[src/rtl/bm_sample_sink_pkg.sv]
// Shared sample format and helpers for the bm_rng sample sink.
// Samples are signed s4.11 two's complement: 1 sign, 4 integer, 11 fraction bits.
package bm_sample_sink_pkg;

    localparam int BM_SAMPLE_W = 16;
    localparam int BM_FRAC_W   = 11;

    typedef logic signed [BM_SAMPLE_W-1:0] sample_t;

    // The square is never negative. Its largest value is (-32768)^2 = 2^30,
    // so it always fits in 32 unsigned bits.
    function automatic logic [2*BM_SAMPLE_W-1:0] sample_sq(input sample_t x);
        logic signed [2*BM_SAMPLE_W-1:0] p;
        p = x * x;
        return p;
    endfunction

endpackage

[src/rtl/bm_sample_sink_if.sv]
// Pair input from bm_rng and the serialised 16-bit valid/ready output stream.
interface bm_sample_sink_if;
    import bm_sample_sink_pkg::*;

    sample_t x0_in;
    sample_t x1_in;
    logic    in_valid;
    sample_t out_data;
    logic    out_valid;
    logic    out_ready;

    modport master (
        output x0_in, x1_in, in_valid, out_ready,
        input  out_data, out_valid
    );

    modport slave (
        input  x0_in, x1_in, in_valid, out_ready,
        output out_data, out_valid
    );

endinterface

[src/rtl/bm_sample_fifo.sv]
// FIFO with two writes and one read per cycle, a registered output stage and an occupancy count.
// The count includes the entry currently presented on rd_data.
module bm_sample_fifo #(
    parameter int DEPTH = 8,
    parameter int W     = 16
) (
    input  logic                     clk,
    input  logic                     reset,
    input  logic                     wr_en,
    input  logic [W-1:0]             wr_data0,
    input  logic [W-1:0]             wr_data1,
    input  logic                     rd_en,
    output logic [W-1:0]             rd_data,
    output logic                     rd_valid,
    output logic [$clog2(DEPTH):0]   count
);

    localparam int PW = $clog2(DEPTH);
    localparam int CW = PW + 1;

    logic [W-1:0]  mem [DEPTH];
    logic [PW-1:0] wr_ptr_reg, rd_ptr_reg, rd_ptr_next;
    logic [CW-1:0] count_reg, count_next, count_after_pop;
    logic [W-1:0]  rd_data_reg;
    logic          rd_valid_reg;
    logic          pop;

    assign pop = rd_en & rd_valid_reg;

    always_comb begin
        rd_ptr_next     = rd_ptr_reg + PW'(pop);
        count_after_pop = count_reg - CW'(pop);
        count_next      = count_after_pop + (wr_en ? CW'(2) : CW'(0));
    end

    always_ff @(posedge clk) begin
        if (wr_en) begin
            mem[wr_ptr_reg]          <= wr_data0;
            mem[wr_ptr_reg + PW'(1)] <= wr_data1;
        end
    end

    always_ff @(posedge clk or posedge reset) begin
        if (reset) begin
            wr_ptr_reg   <= '0;
            rd_ptr_reg   <= '0;
            count_reg    <= '0;
            rd_data_reg  <= '0;
            rd_valid_reg <= 1'b0;
        end else begin
            if (wr_en)
                wr_ptr_reg <= wr_ptr_reg + PW'(2);
            rd_ptr_reg   <= rd_ptr_next;
            count_reg    <= count_next;
            rd_valid_reg <= (count_next != '0);
            // When the FIFO would be empty after the pop, the next head is the
            // x0 being written this cycle, which is not in mem yet.
            if (count_next != '0) begin
                if (count_after_pop == '0)
                    rd_data_reg <= wr_data0;
                else
                    rd_data_reg <= mem[rd_ptr_next];
            end
        end
    end

    assign rd_data  = rd_data_reg;
    assign rd_valid = rd_valid_reg;
    assign count    = count_reg;

endmodule

[src/rtl/bm_sample_sink.sv]
// Consumer of bm_rng pairs: serialises each pair into a 16-bit stream through a FIFO,
// counts dropped pairs, and accumulates the sum and sum of squares over each window.
module bm_sample_sink
    import bm_sample_sink_pkg::*;
#(
    parameter int DEPTH    = 8,
    parameter int WIN_LOG2 = 10,
    parameter int DROP_W   = 16
) (
    input  logic                          clk,
    input  logic                          reset,
    input  logic                          scan_in0,
    input  logic                          scan_en,
    input  logic                          test_mode,
    output logic                          scan_out0,
    bm_sample_sink_if.slave               smp,
    output logic [DROP_W-1:0]             drop_cnt,
    output logic signed [16+WIN_LOG2-1:0] stats_sum,
    output logic [32+WIN_LOG2-1:0]        stats_sumsq,
    output logic                          stats_valid
);

    localparam int CW    = $clog2(DEPTH) + 1;
    localparam int SUM_W = BM_SAMPLE_W + WIN_LOG2;
    localparam int SQ_W  = 2*BM_SAMPLE_W + WIN_LOG2;
    // Sample count held by the window just before its closing pair arrives.
    localparam logic [WIN_LOG2-1:0] LAST_CNT = WIN_LOG2'((1 << WIN_LOG2) - 2);

    logic [CW-1:0]           fifo_count;
    logic                    accept;
    logic [DROP_W-1:0]       drop_cnt_reg;
    logic signed [SUM_W-1:0] acc_sum_reg, pair_sum, stats_sum_reg;
    logic [SQ_W-1:0]         acc_sq_reg, pair_sq, stats_sumsq_reg;
    logic                    stats_valid_reg;
    logic [WIN_LOG2-1:0]     sample_cnt_reg;
    logic                    win_close;
    logic                    unused_dft;

    assign unused_dft = scan_in0 ^ scan_en ^ test_mode;
    assign scan_out0  = 1'b0;

    // A pair is accepted only if both samples fit. Any pop in the same cycle
    // is not counted as freeing space.
    assign accept = smp.in_valid && (fifo_count <= CW'(DEPTH - 2));

    bm_sample_fifo #(
        .DEPTH (DEPTH),
        .W     (BM_SAMPLE_W)
    ) u_fifo (
        .clk      (clk),
        .reset    (reset),
        .wr_en    (accept),
        .wr_data0 (smp.x0_in),
        .wr_data1 (smp.x1_in),
        .rd_en    (smp.out_ready),
        .rd_data  (smp.out_data),
        .rd_valid (smp.out_valid),
        .count    (fifo_count)
    );

    always_ff @(posedge clk or posedge reset) begin
        if (reset)
            drop_cnt_reg <= '0;
        else if (smp.in_valid && !accept && (drop_cnt_reg != '1))
            drop_cnt_reg <= drop_cnt_reg + DROP_W'(1);
    end

    always_comb begin
        pair_sum  = {{WIN_LOG2{smp.x0_in[BM_SAMPLE_W-1]}}, smp.x0_in}
                  + {{WIN_LOG2{smp.x1_in[BM_SAMPLE_W-1]}}, smp.x1_in};
        pair_sq   = {{WIN_LOG2{1'b0}}, sample_sq(smp.x0_in)}
                  + {{WIN_LOG2{1'b0}}, sample_sq(smp.x1_in)};
        win_close = (sample_cnt_reg == LAST_CNT);
    end

    // Statistics see every pair, including those the FIFO had to drop.
    always_ff @(posedge clk or posedge reset) begin
        if (reset) begin
            acc_sum_reg     <= '0;
            acc_sq_reg      <= '0;
            sample_cnt_reg  <= '0;
            stats_sum_reg   <= '0;
            stats_sumsq_reg <= '0;
            stats_valid_reg <= 1'b0;
        end else begin
            stats_valid_reg <= 1'b0;
            if (smp.in_valid) begin
                sample_cnt_reg <= sample_cnt_reg + WIN_LOG2'(2);
                if (win_close) begin
                    stats_sum_reg   <= acc_sum_reg + pair_sum;
                    stats_sumsq_reg <= acc_sq_reg + pair_sq;
                    stats_valid_reg <= 1'b1;
                    acc_sum_reg     <= '0;
                    acc_sq_reg      <= '0;
                end else begin
                    acc_sum_reg <= acc_sum_reg + pair_sum;
                    acc_sq_reg  <= acc_sq_reg + pair_sq;
                end
            end
        end
    end

    assign drop_cnt    = drop_cnt_reg;
    assign stats_sum   = stats_sum_reg;
    assign stats_sumsq = stats_sumsq_reg;
    assign stats_valid = stats_valid_reg;

endmodule

[src/flat_wrapper.sv]
// flat-port wrapper written by rule: the top's interface ports become plain ports
module bm_sample_sink_flat import bm_sample_sink_pkg::*;
#(
    parameter int DEPTH    = 8,
    parameter int WIN_LOG2 = 10,
    parameter int DROP_W   = 16
)
  (clk, reset, scan_in0, scan_en, test_mode, scan_out0, drop_cnt, stats_sum, stats_sumsq, stats_valid, smp_x0_in, smp_x1_in, smp_in_valid, smp_out_ready, smp_out_data, smp_out_valid);
  bm_sample_sink_if smp_i ();
  input  logic clk;
  input  logic reset;
  input  logic scan_in0;
  input  logic scan_en;
  input  logic test_mode;
  output logic scan_out0;
  output logic [DROP_W-1:0] drop_cnt;
  output logic signed [16+WIN_LOG2-1:0] stats_sum;
  output logic [32+WIN_LOG2-1:0] stats_sumsq;
  output logic stats_valid;
  input wire logic [$bits(smp_i.x0_in)-1:0] smp_x0_in;
  input wire logic [$bits(smp_i.x1_in)-1:0] smp_x1_in;
  input wire logic [$bits(smp_i.in_valid)-1:0] smp_in_valid;
  input wire logic [$bits(smp_i.out_ready)-1:0] smp_out_ready;
  output wire logic [$bits(smp_i.out_data)-1:0] smp_out_data;
  output wire logic [$bits(smp_i.out_valid)-1:0] smp_out_valid;
  assign smp_i.x0_in = smp_x0_in;
  assign smp_i.x1_in = smp_x1_in;
  assign smp_i.in_valid = smp_in_valid;
  assign smp_i.out_ready = smp_out_ready;
  assign smp_out_data = smp_i.out_data;
  assign smp_out_valid = smp_i.out_valid;
  bm_sample_sink #(.DEPTH(DEPTH), .WIN_LOG2(WIN_LOG2), .DROP_W(DROP_W)) u_core (.clk(clk), .reset(reset), .scan_in0(scan_in0), .scan_en(scan_en), .test_mode(test_mode), .scan_out0(scan_out0), .smp(smp_i), .drop_cnt(drop_cnt), .stats_sum(stats_sum), .stats_sumsq(stats_sumsq), .stats_valid(stats_valid));
endmodule
[config.mk]
export PLATFORM = sky130hd
export DESIGN_NAME = bm_sample_sink_flat
export DESIGN_NICKNAME = d
export VERILOG_FILES = /design/src/rtl/bm_sample_sink_pkg.sv /design/src/rtl/bm_sample_sink_if.sv /design/src/rtl/bm_sample_fifo.sv /design/src/rtl/bm_sample_sink.sv /design/src/flat_wrapper.sv
export SDC_FILE = /design/constraint.sdc
export NUM_CORES = 2
export LEC_CHECK = 0
export CORE_MARGIN = 2
export CORE_UTILIZATION = 55
export DETAILED_ROUTE_END_ITERATION = 7
export DONT_BUFFER_PORTS = 1
export GPL_TIMING_DRIVEN = 1
export HOLD_SLACK_MARGIN = 0.08
export MAX_ROUTING_LAYER = met4
export PLACE_DENSITY = 0.78
export SYNTH_ARGS = -nofsm -noshare
export SYNTH_HDL_FRONTEND = slang
export SYNTH_SLANG_ARGS = --single-unit
[constraint.sdc]
create_clock -name clk -period 9.7 [get_ports clk]
set_clock_uncertainty 0.05 [all_clocks]
set_input_delay 2.425 -clock clk [delete_from_list [all_inputs] [get_ports clk]]
set_output_delay 2.425 -clock clk [all_outputs]
set_load 0.03 [all_outputs]
==> reports/qor_table.md <==
| Metric | This run | Unit |
|:---|:---|:---|
| Run status | finished with violations | - |
| Violated checks | negative setup slack | - |
| Library cell used as clock root buffer | clkbuf_16 | - |
| Leading cell type in the layout, fill and taps excluded | inv_1 | - |
| Congestion Overflow GR | 0 | - |
| CTS tree | done | - |
| Area of the die | 65630 | um2 |
| Sink count of the clock tree | 316 | - |
| Count of synthesis-stage warnings from yosys | 0 | - |
| H-Tree Depth | 2 | - |
| Post-detailed-route wirelength per cell | 18.79 | um |
| Smallest setup slack after layout | -0.8091 | ns |
| Post-synth EDFFs | 128 | - |
| Number of global-route vias before repair | 28270 | - |
| Max capacitance violation total | 0 | - |
| Maximum number of pins on one net before global-route repair | 128 | - |
| Worst skew pair latency | 0.54 | ns |
| Adder-Cell Fraction of Synth Area | 0.3777 | - |
| Netlist Area Pre-Place | 34980 | um2 |
| Initial DRC Count | 1813 | - |
| Final critical-path required period | 10.51 | ns |
| GRT Resource Usage Total | 0.2839 | - |
| First-pass GRT wire length | 145100 | um |
| Vias per Instance | 5.585 | - |
| Max FFs per register | 128 | - |
| Post-Route Setup TNS | -23.20 | ns |
| Post-synthesis mux area share | 0.02712 | - |
| Post-synthesis cell count | 3509 | - |
| Top-Level Pins | 142 | - |
| Area delta synth->final | 19.66 | % |
| Critical path start-end classification | in2reg | - |
| CP Capture Type | register | - |
| Net count of the finished layout | 4737 | - |
| Max Buffers Root-to-Sink | 3 | - |
| Post-Syn Area per Cell | 9.968 | um2 |
| Most used cell, CP | fa_1 | - |
| Placement-stage cell area | 39460 | um2 |
| Placement row count | 92 | - |
| Clock transition at the registers of the reported paths | 0.07 | ns |
| Total of endpoints with negative setup slack in the final report | 40 | - |
| Unrepaired setup endpoints after global routing | yes | - |
| Number of routed nets with antenna violations | 0 | - |
| Buffers added on ports | 0 | - |
| Commonest cells after routing, fill and taps aside | inv_1 (694), buf_4 (474), fa_1 (459) | - |
| Tcrit/Tclk final | 1.083 | - |
| Die height | 256.2 | um |
| Starting density of the core | 0.5555 | - |
| Worst-margin pin slew | 1.043 | ns |
| Antenna violations before repair | 1 | - |
| Floorplan Core Area | 62970 | um2 |
| Post-route cell area | 41850 | um2 |
| Post-synthesis compound-gate area fraction | 0.1122 | - |
| Dominant combinational cell family by area after synthesis | adder cells | - |
| Basic-gate share of the synthesized area counting and, or, nand and nor cells | 0.1005 | - |
| RD Place Congestion | 0.9114 | - |
| Count of inserted antenna diode cells | 0 | - |
| Worst slew margin relative to its limit | 0.3045 | - |
| Worst path slowest cell | fa_1 | - |
| Ys async rst share | 0.5949 | - |
| Part of the Yosys area used for sequential elements | 0.2444 | - |
| Max stage delay on crit path | 0.51 | ns |
| Number of register bits inferred by synthesis | 316 | - |
| Worst-path maximum fanout | 24 | - |
| Final number of max-transition violations | 0 | - |
| Number of unique standard cell types used by synthesis | 78 | - |
| Startpoint types | input pin | - |
| Routed wire length | 90140 | um |
| CP arrival | 10.92 | ns |
| Total iterations of the first detailed-routing run | 5 | - |
| Die span in x | 256.2 | um |
| Post-DP HPWL | 67200 | um |
| Number of CTS-inserted buffers | 34 | - |
| Maximum clock frequency | 95.16 | MHz |
| Primary flip-flop cell chosen by synthesis mapping | dfrtp_1 | - |
| Number of cells in the finished layout apart from fillers | 4797 | - |
| Required time of the critical path | 10.11 | ns |
| Total count of hold-check failures in the final report | 0 | - |
| Fraction of final layout cells with drive strength greater than 1 | 0.2108 | - |
| Total vias in the final route | 26790 | - |
| DR DRC count | 0 | - |
| # placed instances | 4706 | - |
| Pre-CTS WS | -1.331 | ns |
| Post-Synthesis Net Count | 4319 | - |
| XOR/XNOR Fraction of Synth Area | 0.04947 | - |
| Kind of path behind the tightest hold check | reg2reg | - |
timing repair:
| item | CTS | global route |
|---|---|---|
| pin swaps | 29 | 90 |
| setup endpoints to repair | 41 | 50 |
| hold buffers | 0 | 0 |
| resized for setup | 84 | 122 |
| setup buffers | 15 | 18 |
| cloned | 0 | 1 |
cell usage after synthesis, types with 49 or more instances:
| library cell | number | area share |
|---|---|---|
| nand2_1 | 321 | 0.034 |
| a21oi_1 | 129 | 0.018 |
| dfrtp_1 | 188 | 0.13 |
| xor2_1 | 72 | 0.018 |
| o2bb2ai_1 | 51 | 0.013 |
| o21ai_0 | 137 | 0.020 |
| nand3_1 | 49 | 0.0070 |
| nor2_1 | 156 | 0.017 |
| edfxtp_1 | 128 | 0.11 |
| inv_1 | 710 | 0.076 |
| fa_1 | 475 | 0.27 |
| clkbuf_1 | 99 | 0.011 |
| ha_1 | 296 | 0.11 |
| xnor2_1 | 123 | 0.031 |
| and2_1 | 81 | 0.014 |
| a21o_1 | 63 | 0.014 |
through the flow:
step	hold slack, ns	utilization
after CTS	0.4151	0.6529
after global placement	0.4046	0.6267
after floorplan	0.3842	-
after detailed placement	0.4026	0.6267
final	0.4184	0.6647
after global routing	0.4367	0.6647
final timing paths:
check	from	to	slack (ns)	cells after the start
setup reg to reg	u_core.u_fifo.rd_valid$_DFF_PP0_	u_core.u_fifo.rd_data[0]$_DFFE_PP0P_	6.11	9
max in group asynchronous	reset	u_core.u_fifo.rd_data[0]$_DFFE_PP0P_	6.38	2
hold reg to reg	u_core.sample_cnt_reg[6]$_DFFE_PP0P_	u_core.sample_cnt_reg[6]$_DFFE_PP0P_	0.42	1
min in group asynchronous	reset	u_core.drop_cnt[14]$_DFFE_PP0P_	1.85	1
hold / removal	u_core.sample_cnt_reg[6]$_DFFE_PP0P_	u_core.sample_cnt_reg[6]$_DFFE_PP0P_	0.42	1
setup / recovery	smp_x0_in[9]	u_core.acc_sq_reg[39]$_DFFE_PP0P_	-0.81	39
critical path: cells and delay by family:
kind,cells,cell delay (ns)
compound gates,12,2.18
xor+xnor,2,0.40
fa+ha+maj,9,3.80
buf+inv,10,1.11
simple gates,6,0.99
logic make-up after synthesis:
| kind of cell | Yosys count |
|---|---|
| other cells | 1 |
| compound gates | 592 |
| flops | 316 |
| simple gates | 760 |
| buf+inv | 819 |
| mux | 54 |
| fa+ha+maj | 771 |
| xor+xnor | 196 |
metal layers:
metal,GRT usage,wire length (um),up-vias
met4,0.08902,3253,0
met1,0.3495,34850,13450
li1,-,-,12240
met2,0.4845,45800,878
met5,-,0,-
met3,0.04201,6238,226
cell type report:
class | count | area [um2]
multi-input cells | 2374 | 24700
fillers | 4536 | 21110
flip-flops and latches | 316 | 8548
repair buffers | 489 | 3730
inverters | 712 | 2691
well taps | 846 | 1059
clock buffers | 47 | 991.0
clock inverters | 13 | 132.6
Power is left out: the tool's default activity adds up to more than one toggle a clock period on the data nets, which glitch-free logic cannot reach.
